**src/rtl/fft_pkg.sv**
```systemverilog
// Shared FFT control definitions: default geometry, sequencer states, twiddle address helper.
// Pure declarations; no timing or flow-control behaviour of its own.
package fft_pkg;

    localparam int DEF_DATA_NUM_LOG2 = 8;
    localparam int DEF_HALF_N        = 1 << (DEF_DATA_NUM_LOG2 - 1);
    localparam int DEF_STAGE_W       = 3;

    typedef enum logic [1:0] {
        ST_IDLE  = 2'd0,
        ST_RUN   = 2'd1,
        ST_DRAIN = 2'd2
    } seq_state_t;

    // Stage s keeps the low s bits of the butterfly index and scales them up so
    // the twiddle exponent steps by N/2^(s+1) with period 2^s.
    function automatic logic [31:0] stage_addr(
        input logic [31:0] bfly,
        input logic [31:0] stage,
        input logic [31:0] num_stages
    );
        logic [31:0] mask;
        mask = (32'd1 << stage) - 32'd1;
        return (bfly & mask) << (num_stages - 32'd1 - stage);
    endfunction

endpackage

```
**src/rtl/tf_valid_delay.sv**
```systemverilog
// Fixed-depth shift register aligning issue tags with twiddle ROM read data.
// Latency LAT cycles; shifts every cycle, no backpressure (stall only creates bubbles upstream).
module tf_valid_delay #(
    parameter int LAT = 1,
    parameter int W   = 4
) (
    input  logic         clk,
    input  logic         rst,
    input  logic [W-1:0] din,
    output logic [W-1:0] dout
);

    logic [W-1:0] pipe [LAT];

    always_ff @(posedge clk) begin
        if (!rst) begin
            for (int i = 0; i < LAT; i++) begin
                pipe[i] <= '0;
            end
        end else begin
            pipe[0] <= din;
            for (int i = 1; i < LAT; i++) begin
                pipe[i] <= pipe[i-1];
            end
        end
    end

    assign dout = pipe[LAT-1];

endmodule

```
**src/rtl/tf_stage_sequencer.sv**
```systemverilog
// Stage-aware twiddle ROM read sequencer for one radix-2 FFT frame (S*N/2 reads).
// First read the cycle after start; tags/valid trail reads by ROM_LAT; stall holds issue only.
module tf_stage_sequencer
    import fft_pkg::*;
#(
    parameter int DATA_NUM_LOG2 = DEF_DATA_NUM_LOG2,
    parameter int TF_ADDR_LEN   = DEF_DATA_NUM_LOG2 - 1,
    parameter int STAGE_W       = DEF_STAGE_W,
    parameter int ROM_LAT       = 1
) (
    input  logic                   clk,
    input  logic                   rst,
    input  logic                   start,
    input  logic                   stall,
    output logic                   busy,
    output logic [TF_ADDR_LEN-1:0] tf_addr,
    output logic                   tf_en,
    output logic                   tf_valid,
    output logic [STAGE_W-1:0]     tf_stage,
    output logic                   tf_stage_last,
    output logic                   frame_done
);

    localparam int HALF_N = 1 << (DATA_NUM_LOG2 - 1);
    localparam logic [TF_ADDR_LEN-1:0] BFLY_LAST  = TF_ADDR_LEN'(HALF_N - 1);
    localparam logic [STAGE_W-1:0]     STAGE_LAST = STAGE_W'(DATA_NUM_LOG2 - 1);
    localparam int TAG_W = STAGE_W + 3;

    seq_state_t               state_q, state_d;
    logic [STAGE_W-1:0]       stage_q, stage_d;
    logic [TF_ADDR_LEN-1:0]   bfly_q, bfly_d;
    logic                     issue_stage_last;
    logic                     issue_frame_last;
    logic [TAG_W-1:0]         tag_in;
    logic [TAG_W-1:0]         tag_out;

    always_ff @(posedge clk) begin
        if (!rst) begin
            state_q <= ST_IDLE;
            stage_q <= '0;
            bfly_q  <= '0;
        end else begin
            state_q <= state_d;
            stage_q <= stage_d;
            bfly_q  <= bfly_d;
        end
    end

    always_comb begin
        state_d          = state_q;
        stage_d          = stage_q;
        bfly_d           = bfly_q;
        tf_en            = 1'b0;
        issue_stage_last = 1'b0;
        issue_frame_last = 1'b0;
        case (state_q)
            ST_IDLE: begin
                if (start) begin
                    state_d = ST_RUN;
                    stage_d = '0;
                    bfly_d  = '0;
                end
            end
            ST_RUN: begin
                if (!stall) begin
                    tf_en = 1'b1;
                    if (bfly_q == BFLY_LAST) begin
                        bfly_d           = '0;
                        issue_stage_last = 1'b1;
                        if (stage_q == STAGE_LAST) begin
                            issue_frame_last = 1'b1;
                            stage_d          = '0;
                            state_d          = ST_DRAIN;
                        end else begin
                            stage_d = stage_q + STAGE_W'(1);
                        end
                    end else begin
                        bfly_d = bfly_q + TF_ADDR_LEN'(1);
                    end
                end
            end
            ST_DRAIN: begin
                // The final read's tag leaving the delay line marks the end of the frame.
                if (frame_done) begin
                    state_d = ST_IDLE;
                end
            end
            default: begin
                state_d = ST_IDLE;
            end
        endcase
    end

    assign busy    = (state_q != ST_IDLE);
    assign tf_addr = TF_ADDR_LEN'(stage_addr(32'(bfly_q), 32'(stage_q), 32'(DATA_NUM_LOG2)));
    assign tag_in  = {tf_en, stage_q, issue_stage_last, issue_frame_last};

    tf_valid_delay #(
        .LAT (ROM_LAT),
        .W   (TAG_W)
    ) u_valid_delay (
        .clk  (clk),
        .rst  (rst),
        .din  (tag_in),
        .dout (tag_out)
    );

    assign {tf_valid, tf_stage, tf_stage_last, frame_done} = tag_out;

endmodule

```
**config.mk**
```make
export PLATFORM = sky130hd
export DESIGN_NAME = tf_stage_sequencer
export DESIGN_NICKNAME = d
export VERILOG_FILES = /design/src/rtl/fft_pkg.sv /design/src/rtl/tf_valid_delay.sv /design/src/rtl/tf_stage_sequencer.sv
export SDC_FILE = /design/constraint.sdc
export NUM_CORES = 1
export LEC_CHECK = 0
export CORE_MARGIN = 2
export CORE_UTILIZATION = 47
export DETAILED_ROUTE_END_ITERATION = 8
export PLACE_DENSITY = 0.69
export SYNTH_ARGS = -nofsm -noshare
export SYNTH_HDL_FRONTEND = slang
export SYNTH_SLANG_ARGS = --single-unit
```
**constraint.sdc**
```tcl
create_clock -name clk -period 2.7 [get_ports clk]
set_input_delay 0.27 -clock clk [delete_from_list [all_inputs] [get_ports clk]]
set_output_delay 0.27 -clock clk [all_outputs]
set_load 0.01 [all_outputs]
```
**Word level (Yosys, flattened, before mapping)**

Memory sizes are Yosys's and may differ from the RTL's.
Index checks and enable logic that the tools add are counted.
Widths: inputs -> output; s select.

- Input port bits: 4
- Bits in writable memories: 6
- Word-level logic and storage cells: 55
- Bits in latches: 0
- ROM bits: 0
- Flip-flop bits (word level): 12
- Memories kept: 1

Memories:

| memory | words | width | rd ports | clocked after memory_dff | wr ports | line | RTL |
|---|---|---|---|---|---|---|---|
| u_valid_delay.pipe | 1 | 6 | 1 | 0 | 1 | tf_valid_delay.sv:13 | `logic [W-1:0] pipe [LAT];` |

- Muxes and demuxes: 28
- Shift operators: 2
- Reduce and logical (&&, ||, !) cells: 7
- $mul: 0
- Add/subtract/negate cells: 4
- Eq/ne operators: 9
- $lt $le $gt $ge: 0
- Bitwise gates (word level): 1
- Divide/modulo/power cells: 0

Operators with widths:

| kind | number |
|---|---|
| $and 7x32->32 | 1 |
| $shl 1x3->32 const A | 1 |
| $shl 32x32->7 | 1 |
| $sub 32x1->32 const B | 1 |
| $mux 7 | 3 |
| $pmux 7 s2 | 1 |
| $mux 1 | 12 |
| $mux 3 | 4 |
| $mux 2 | 5 |
| $ne 2x2->1 const B | 5 |
| $add 7x1->7 const B | 1 |
| $eq 7x7->1 const B | 1 |
| $mux 6 | 1 |
| $pmux 2 s3 | 1 |
| $pmux 3 s2 | 1 |
| $reduce_or 6->1 | 1 |
| $reduce_and 5->1 | 1 |
| $reduce_and 4->1 | 1 |
| $reduce_bool 2->1 | 2 |
| $sub 3x3->4 const A | 1 |
| $add 3x1->3 const B | 1 |
| $eq 3x3->1 const B | 1 |
| $reduce_and 3->1 | 1 |
| $eq 2x1->1 const B | 1 |
| 2 further kinds | 2 |

**Logic depth before layout (Yosys ltp)**

Gate-level depths: netlist of the first run.

- Word-level depth: 6
- Depth in mapped cells: 10
- Gate-level depth less buffers: 9

**Modules after synthesis**

From an unflattened synthesis of the first run, not the netlist that was laid out.

- Cells, all modules: 141
- Area, all modules: 1174.9 µm²

By module, submodules not included:

| module | times used | cells an instance | area an instance (µm²) |
|---|---|---|---|
| tf_stage_sequencer | 1 | 129 | 1017.2 |
| tf_valid_delay | 1 | 12 | 157.7 |

**Worst setup path after synthesis of the first run**

No wires, ideal clock.

- Kind: register to output
- From: register stage_q[1]
- To: output port tf_addr[6]
- Path buffers: 1
- Setup slack: 78 ps
- Arrival time: 2352 ps
- Stages on the path, launching flop included: 11
- Required time: 2430 ps
- Cells stage by stage: dfxtp_1 -> buf_2 -> clkinv_1 -> ha_1 -> nand2b_1 -> ha_1 -> nand2b_1 -> a211oi_1 -> o21ai_0 -> mux2_2 -> a311oi_1

- Word-level cells in the longest chain between the ends: 4
- Elaborated cells between the ends (all ways): 5
- Classes of those cells: add/sub: 2; shift: 2; bitwise: 1

RTL lines:

| item | line | RTL |
|---|---|---|
| start: declaration | tf_stage_sequencer.sv:30 | `logic [STAGE_W-1:0] stage_q, stage_d;` |
| start signal: assignment | tf_stage_sequencer.sv:44 | `stage_q <= stage_d;` |
| $shl 1x3->32 | fft_pkg.sv:23 | `mask = (32'd1 << stage) - 32'd1;` |
| $sub 32x1->32 | fft_pkg.sv:23 |  |
| $and 7x32->32 | fft_pkg.sv:24 | `return (bfly & mask) << (num_stages - 32'd1 - stage);` |
| $shl 32x32->7 * | fft_pkg.sv:24 |  |
| end: declaration | tf_stage_sequencer.sv:16 | `output logic [TF_ADDR_LEN-1:0] tf_addr,` |

Mark *: on every way between the ends. The rest lies on a longest branch, timed or not.

**Worst setup path after layout of the first run**

Ends and elaborated chain as after synthesis.

==> results of run 1 <==
layout by cell type, fill, tap and decap left out, types with 4 or more instances in the layout:
cell type	n
dfxtp_1	16
nand2_1	15
inv_1	4
and2_1	5
clkdlybuf4s50_1	13
ha_1	5
xor2_1	4
buf_4	19
nor2_1	20
nand2b_1	4
nor3_1	4
o21ai_0	4
repair_timing:
| action | in CTS | in global routing |
|---|---|---|
| setup endpoints to repair | 5 | 6 |
| pin swaps | 2 | 1 |
| hold endpoints to repair | 0 | 0 |
| hold buffers | 0 | 0 |
| buffers inserted | 1 | 0 |
| gates resized for setup | 12 | 12 |
flip-flops by register name, summed over array words and instances, names as in the netlist:
register,cells
bfly_q,7
u_valid_delay.pipe,6
stage_q,3
state_q,2
stage by stage:
| stage | hold WS [ns] | worst slack [ns] | std cells | util (%) |
|---|---|---|---|---|
| 2_1_floorplan | 0.3664 | 0.07822 | 144 | - |
| 3_3_place_gp | 0.4906 | 0.01470 | 205 | 62.05 |
| 3_5_place_dp | 0.5002 | -0.08713 | 205 | 62.05 |
| 4_1_cts | 0.4922 | 0.04066 | 210 | 63.60 |
| 5_1_grt | 0.5294 | -0.02921 | 210 | 64.33 |
| 6_report | 0.5012 | 0.05251 | 210 | 64.33 |
per-layer routing:
metal / up-vias / wire length [um]
met5: - / 0
met4: 0 / 33
met3: 4 / 52
met2: 14 / 1443
met1: 520 / 1284
li1: 588 / -
cells by family (layout without fill, tap and decap cells):
| family | Yosys count | count (layout) | synth area share (%) |
|---|---|---|---|
| flops | 18 | 18 | 30.97 |
| buf+inv | 11 | 47 | 3.763 |
| xor+xnor | 5 | 5 | 3.763 |
| simple gates | 69 | 69 | 30.00 |
| compound gates | 30 | 30 | 20.22 |
| mux | 3 | 3 | 2.688 |
| fa+ha+maj | 8 | 8 | 8.602 |
layout make-up:
cell class                      count  area [sq um]  share of cell area [%]
Sequential cell                    18         362.8                   23.41
Inverter                            6         23.77                   1.533
Multi-Input combinational cell    115         783.3                   50.52
Tap cell                           30         37.54                   2.421
Timing Repair Buffer               37         306.5                   19.77
Clock buffer                        4         36.28                   2.341
report_power, final:
| part | internal (W) | switching [W] |
|---|---|---|
| registers | 0.000271 | 0.00000754 |
| logic | 0.0000376 | 0.0000431 |
| clock network | 0.0000823 | 0.0000833 |
worst reg2reg max path, stage by stage, from the launching register on:
cell     delay [ns]
dfxtp_1        0.46
ha_1           0.24
nand4_1        0.14
o21ai_1        0.25
nand2_4        0.10
or4_1          0.40
a21oi_1        0.13
final timing paths:
path	end	slack (ns)	cells after the start
setup / recovery	tf_addr[6]	0.05	9
hold / removal	u_valid_delay.pipe[0][3]$_SDFF_PN0_	0.50	2
setup reg to reg	stage_q[0]$_SDFFE_PN0P_	0.90	6
hold reg to reg	u_valid_delay.pipe[0][3]$_SDFF_PN0_	0.50	2
Yosys cell counts (all sizes together) (4+ instances only):
cell type  count  share of area [%]
nand2         16                5.8
nor2          20                6.5
ha             8                8.6
and2           5                2.7
o21ai          7                3.0
nand2b         5                2.9
inv            4                1.3
nor3           4                1.7
xor2           4                3.0
dfxtp         18                 31
==> impl_metrics.csv, run 1 <==
group,metric,value,unit
outcome,status,"complete, no violations",
critical_path,crit_path_frequent_cell,"ha_1",
synth,synth-edff-count,0,
cts,cts_inserted_buffers,3,
critical_path,crit_required,2.43,ns
critical_path,arrival,2.38,ns
grt,overflow,0,
timing,fmax,377.7,MHz
synth,ys_seq_area_share,30.97,%
critical_path,critPathBufInv,2,
floorplanning,die_h,53.76,um
synth,postSynthCellCount,144,
pwr,leakage,0.6140,nW
pwr,p_per_area,338.6,nW/um^2
placement,place_hpwl,2.216,mm
synth,synth.avg_cell_area,8.081,sq um
grt,grt_use_met2,37.60,%
timing,period_needed,2.647,ns
placement,place_congestion,0.8821,
synth,ys_types,46,
placement,placed_area,1495,sq um
grt,grt_busiest_layer,"met2",
cts,cts_tree,"yes",
layout,final_area,1550,sq um
timing,hold_violations,0,
layout,drive_above_1_share,23.89,%
critical_path,reg2reg_from,"bfly_q[0]$_SDFFE_PN0P_",
critical_path,cp_cell_sequence,"buf_4 > ha_1 > ha_1 > nand2b_1 > a211oi_2 > o21ai_1 > mux2_2 > a311oi_1 > buf_2",
cts,path_clk_slew,0.10,ns
routing,vias,1126,
routing,route.detailed.drc,0,
floorplanning,die-width,53.76,um
routing,drt_iter0_markers,15,
layout,antenna_cells,0,
min_path,hp-class,"flip-flop to flip-flop",
timing,setup_viol,0,
timing,grt_setup_unrepaired,"yes",
cts,cts_max_path_buffers,2,
critical_path,end_kind,"primary output",
floorplanning,initial_utilization,48.29,%
cts,htreeDepth,1,
grt,grt_max_degree,18,
timing,tightest_slew,0.3408,ns
floorplanning,dieArea,2890,sq um
layout,syn_to_final_growth,33.23,%
routing,wl_per_cell,13.40,um
synth,yosys_warnings,0,
critical_path,start_kind,"flip-flop",
routing,vias_per_cell,5.362,
timing,setup_tns,0,ns
critical_path,critPathMaxStageDelay,0.34,ns
cts,clk_latency,0.30,ns
critical_path,worstPathMaxFanout,4,
timing,finClkSkew,0.002488,ns
synth,syn-num-nets,156,
critical_path,path_class,"flip-flop to primary output",
pwr,ir_drop,0.3354,mV
min_path,hp-start,"stage_q[1]$_SDFFE_PN0P_",
floorplanning,io_pins,19,
timing,max_slew_margin,76.69,%
grt,grt_pass1_wl,4.574,mm
routing,ant_nets,0,
critical_path,cp_slowest_cell,"dfxtp_2",
critical_path,crit_family,"compound AO/OA/AOI/OAI gates",
floorplanning,fp-row-count,18,
cts,root_buffer,"clkbuf_4",
synth,ys.flop_type,"dfxtp_1",
critical_path,crit_start,"stage_q[1]$_SDFFE_PN0P_",
synth,async_flop_share,0,%
grt,use_met3,1.944,%
placement,portBuffers,18,
cts,cts.sinks,18,
grt,antenna_found_initial,0,
synth,netlist_area,1164,sq um
grt,met1_usage,27.18,%
grt,grt_pass1_vias,1016,
floorplanning,core-area,2410,sq um
run,max-cap-violations,0,
routing,wl,2.813,mm
timing,period_share,98.06,%
pwr,power,0.0005249,W
layout,nFillCells,217,
grt,grt_usage,21.58,%
routing,drtPass1Iterations,4,
timing,finalMaxSlewViolations,0,
layout,nets,193,
synth,ys_ff_latch,18,
(Power assumes the default switching activity.)
==> run 2, diff against run 1 <==
CORE_UTILIZATION = 52   (was 47)
PLACE_DENSITY = 0.75   (was 0.69)
==> impl_metrics.csv, run 2 (synthesis results as in run 1) <==
group,metric,value,unit
layout,drive_above_1_share,24.73,%
layout,nFillCells,179,
timing,period_share,97.05,%
timing,setup_viol,0,
layout,most-common-layout-cells,"buf_4 (21), nor2_1 (20), dfxtp_1 (16)",
critical_path,critPathMaxStageDelay,0.37,ns
cts,root_buffer,"clkbuf_4",
cts,cts_hold_buf,0,
critical_path,reg2reg_from,"bfly_q[0]$_SDFFE_PN0P_",
floorplanning,die-width,51.31,um
critical_path,reg2reg_to,"stage_q[0]$_SDFFE_PN0P_",
min_path,min_path_cells,1,
placement,place_hpwl,2.204,mm
timing,max_slew_margin,79.84,%
floorplanning,die_h,51.31,um
layout,syn_to_final_growth,35.48,%
cts,cts_max_path_buffers,2,
critical_path,worstPathMaxFanout,4,
critical_path,cp_slowest_cell,"dfxtp_4",
floorplanning,core-area,2170,sq um
min_path,hp-class,"flip-flop to flip-flop",
floorplanning,fp-row-count,17,
layout,largest_reg_flops,7,
layout,final_cell_count_no_fill,210,
run,max-cap-violations,0,
grt,grt_pass1_vias,1150,
critical_path,start_kind,"flip-flop",
layout,top_register,"bfly_q",
layout,final_area,1577,sq um
critical_path,arrival,2.35,ns
floorplanning,io_pins,19,
grt,grt_max_degree,13,
timing,tightest_slew,0.2948,ns
placement,portBuffers,18,
timing,period_needed,2.620,ns
cts,cts_tree,"yes",
routing,wl_per_cell,14.51,um
cts,cts_inserted_buffers,3,
cts,clk_latency,0.29,ns
critical_path,path_class,"flip-flop to primary output",
pwr,ir_drop,0.3539,mV
layout,reg_top3,"bfly_q: 7 flops, u_valid_delay.pipe: 6 flops, stage_q: 3 flops",
critical_path,cp_cell_sequence,"clkinv_2 > ha_2 > nand2b_1 > ha_2 > buf_4 > and2_1 > mux2i_2 > buf_4 > o221ai_1 > and3_1 > clkdlybuf4s15_1",
min_path,whs_endpoint,"state_q[0]$_SDFFE_PN0P_",
critical_path,end_kind,"primary output",
layout,layout_commonest_cell,"buf_4",
routing,vias,1205,
grt,grt_pass1_wl,5.057,mm
grt,overflow,0,
cts,cts.sinks,18,
routing,drt_iter0_markers,42,
critical_path,rrSetupSlack,0.91,ns
timing,fmax,381.6,MHz
routing,drtPass1Iterations,4,
grt,antenna_found_initial,0,
floorplanning,dieArea,2632,sq um
routing,ant_nets,0,
grt,grt_usage,25.22,%
layout,antenna_cells,0,
min_path,hp-start,"state_q[1]$_SDFFE_PN0P_",
critical_path,crit_required,2.43,ns
routing,vias_per_cell,5.738,
critical_path,crit_start,"stage_q[1]$_SDFFE_PN0P_",
outcome,status,"complete, no violations",
floorplanning,initial_utilization,53.63,%
timing,grt_setup_unrepaired,"yes",
placement,place_congestion,0.8607,
routing,wl,3.047,mm
pwr,leakage,0.6473,nW
timing,finClkSkew,0.004499,ns
placement,dp.cells,205,
pwr,p_per_area,331.6,nW/um^2
layout,nets,195,
timing,finalMaxSlewViolations,0,
timing,hold_violations,0,
routing,route.detailed.drc,0,
critical_path,worst_r2r_path_depth,6,
cts,htreeDepth,1,
placement,placed_area,1508,sq um
cts,path_clk_slew,0.10,ns
[run 2: how the worst max path moves through the flow]
| stage | to | slack (ns) | cells past startpoint |
|---|---|---|---|
| detailed placement | tf_addr[6] | -0.15 | 11 |
| global placement | tf_addr[6] | 0.009 | 10 |
| finish | tf_addr[3] | 0.08 | 11 |
| CTS | tf_addr[5] | 0.01 | 11 |
| floorplan | tf_addr[6] | 0.08 | 10 |
| global route | tf_addr[6] | -0.02 | 10 |
[run 2: stage by stage]
step                      TNS (ns)  total power (W)  utilization (%)  hold slack, ns  setup slack, ns
after global placement           0        0.0003586            69.49          0.5455         0.008840
after detailed placement   -0.2147        0.0003622            69.49          0.5404          -0.1516
final                            0        0.0005228            72.66          0.5579          0.07973
after CTS                        0        0.0005258            71.57          0.5658          0.01417
after floorplan                  0        0.0003283                -          0.3664          0.07822
after global routing      -0.03329        0.0005447            72.66          0.6164         -0.02295
[run 2: routing by layer]
metal	vias up	GRT usage, %	wire length (um)
met2	41	43.07	1578
met3	6	3.509	143
li1	595	-	-
met4	0	11.84	46
met5	-	0	0
met1	563	31.16	1277
[run 2: critical path, delay by kind of cell (launching register included)]
family	cells	cell delay (ns)
flops	1	0.37
compound gates	1	0.10
buf+inv	4	0.57
mux	1	0.20
simple gates	3	0.44
fa+ha+maj	2	0.39
[run 2: final cells by class]
type                            count  area (sq um)  share of cell area [%]
Timing Repair Buffer               39         327.8                   20.79
Inverter                            6         23.77                   1.508
Tap cell                           28         35.03                   2.222
Multi-Input combinational cell    115         785.8                   49.84
Clock buffer                        4         36.28                   2.302
Sequential cell                    18         367.9                   23.33
[run 2: where the power goes]
group / switching [W] / internal (W) / total [W]
combinational: 0.0000447 / 0.0000384 / 0.0000831
clock: 0.0000799 / 0.0000821 / 0.000162
sequential: 0.00000814 / 0.000270 / 0.000278
[run 2: what timing repair did]
action | in CTS | in global routing
gates resized for setup | 16 | 11
buffers inserted | 0 | 1
setup endpoints to repair | 5 | 6
pin swaps | 1 | 5
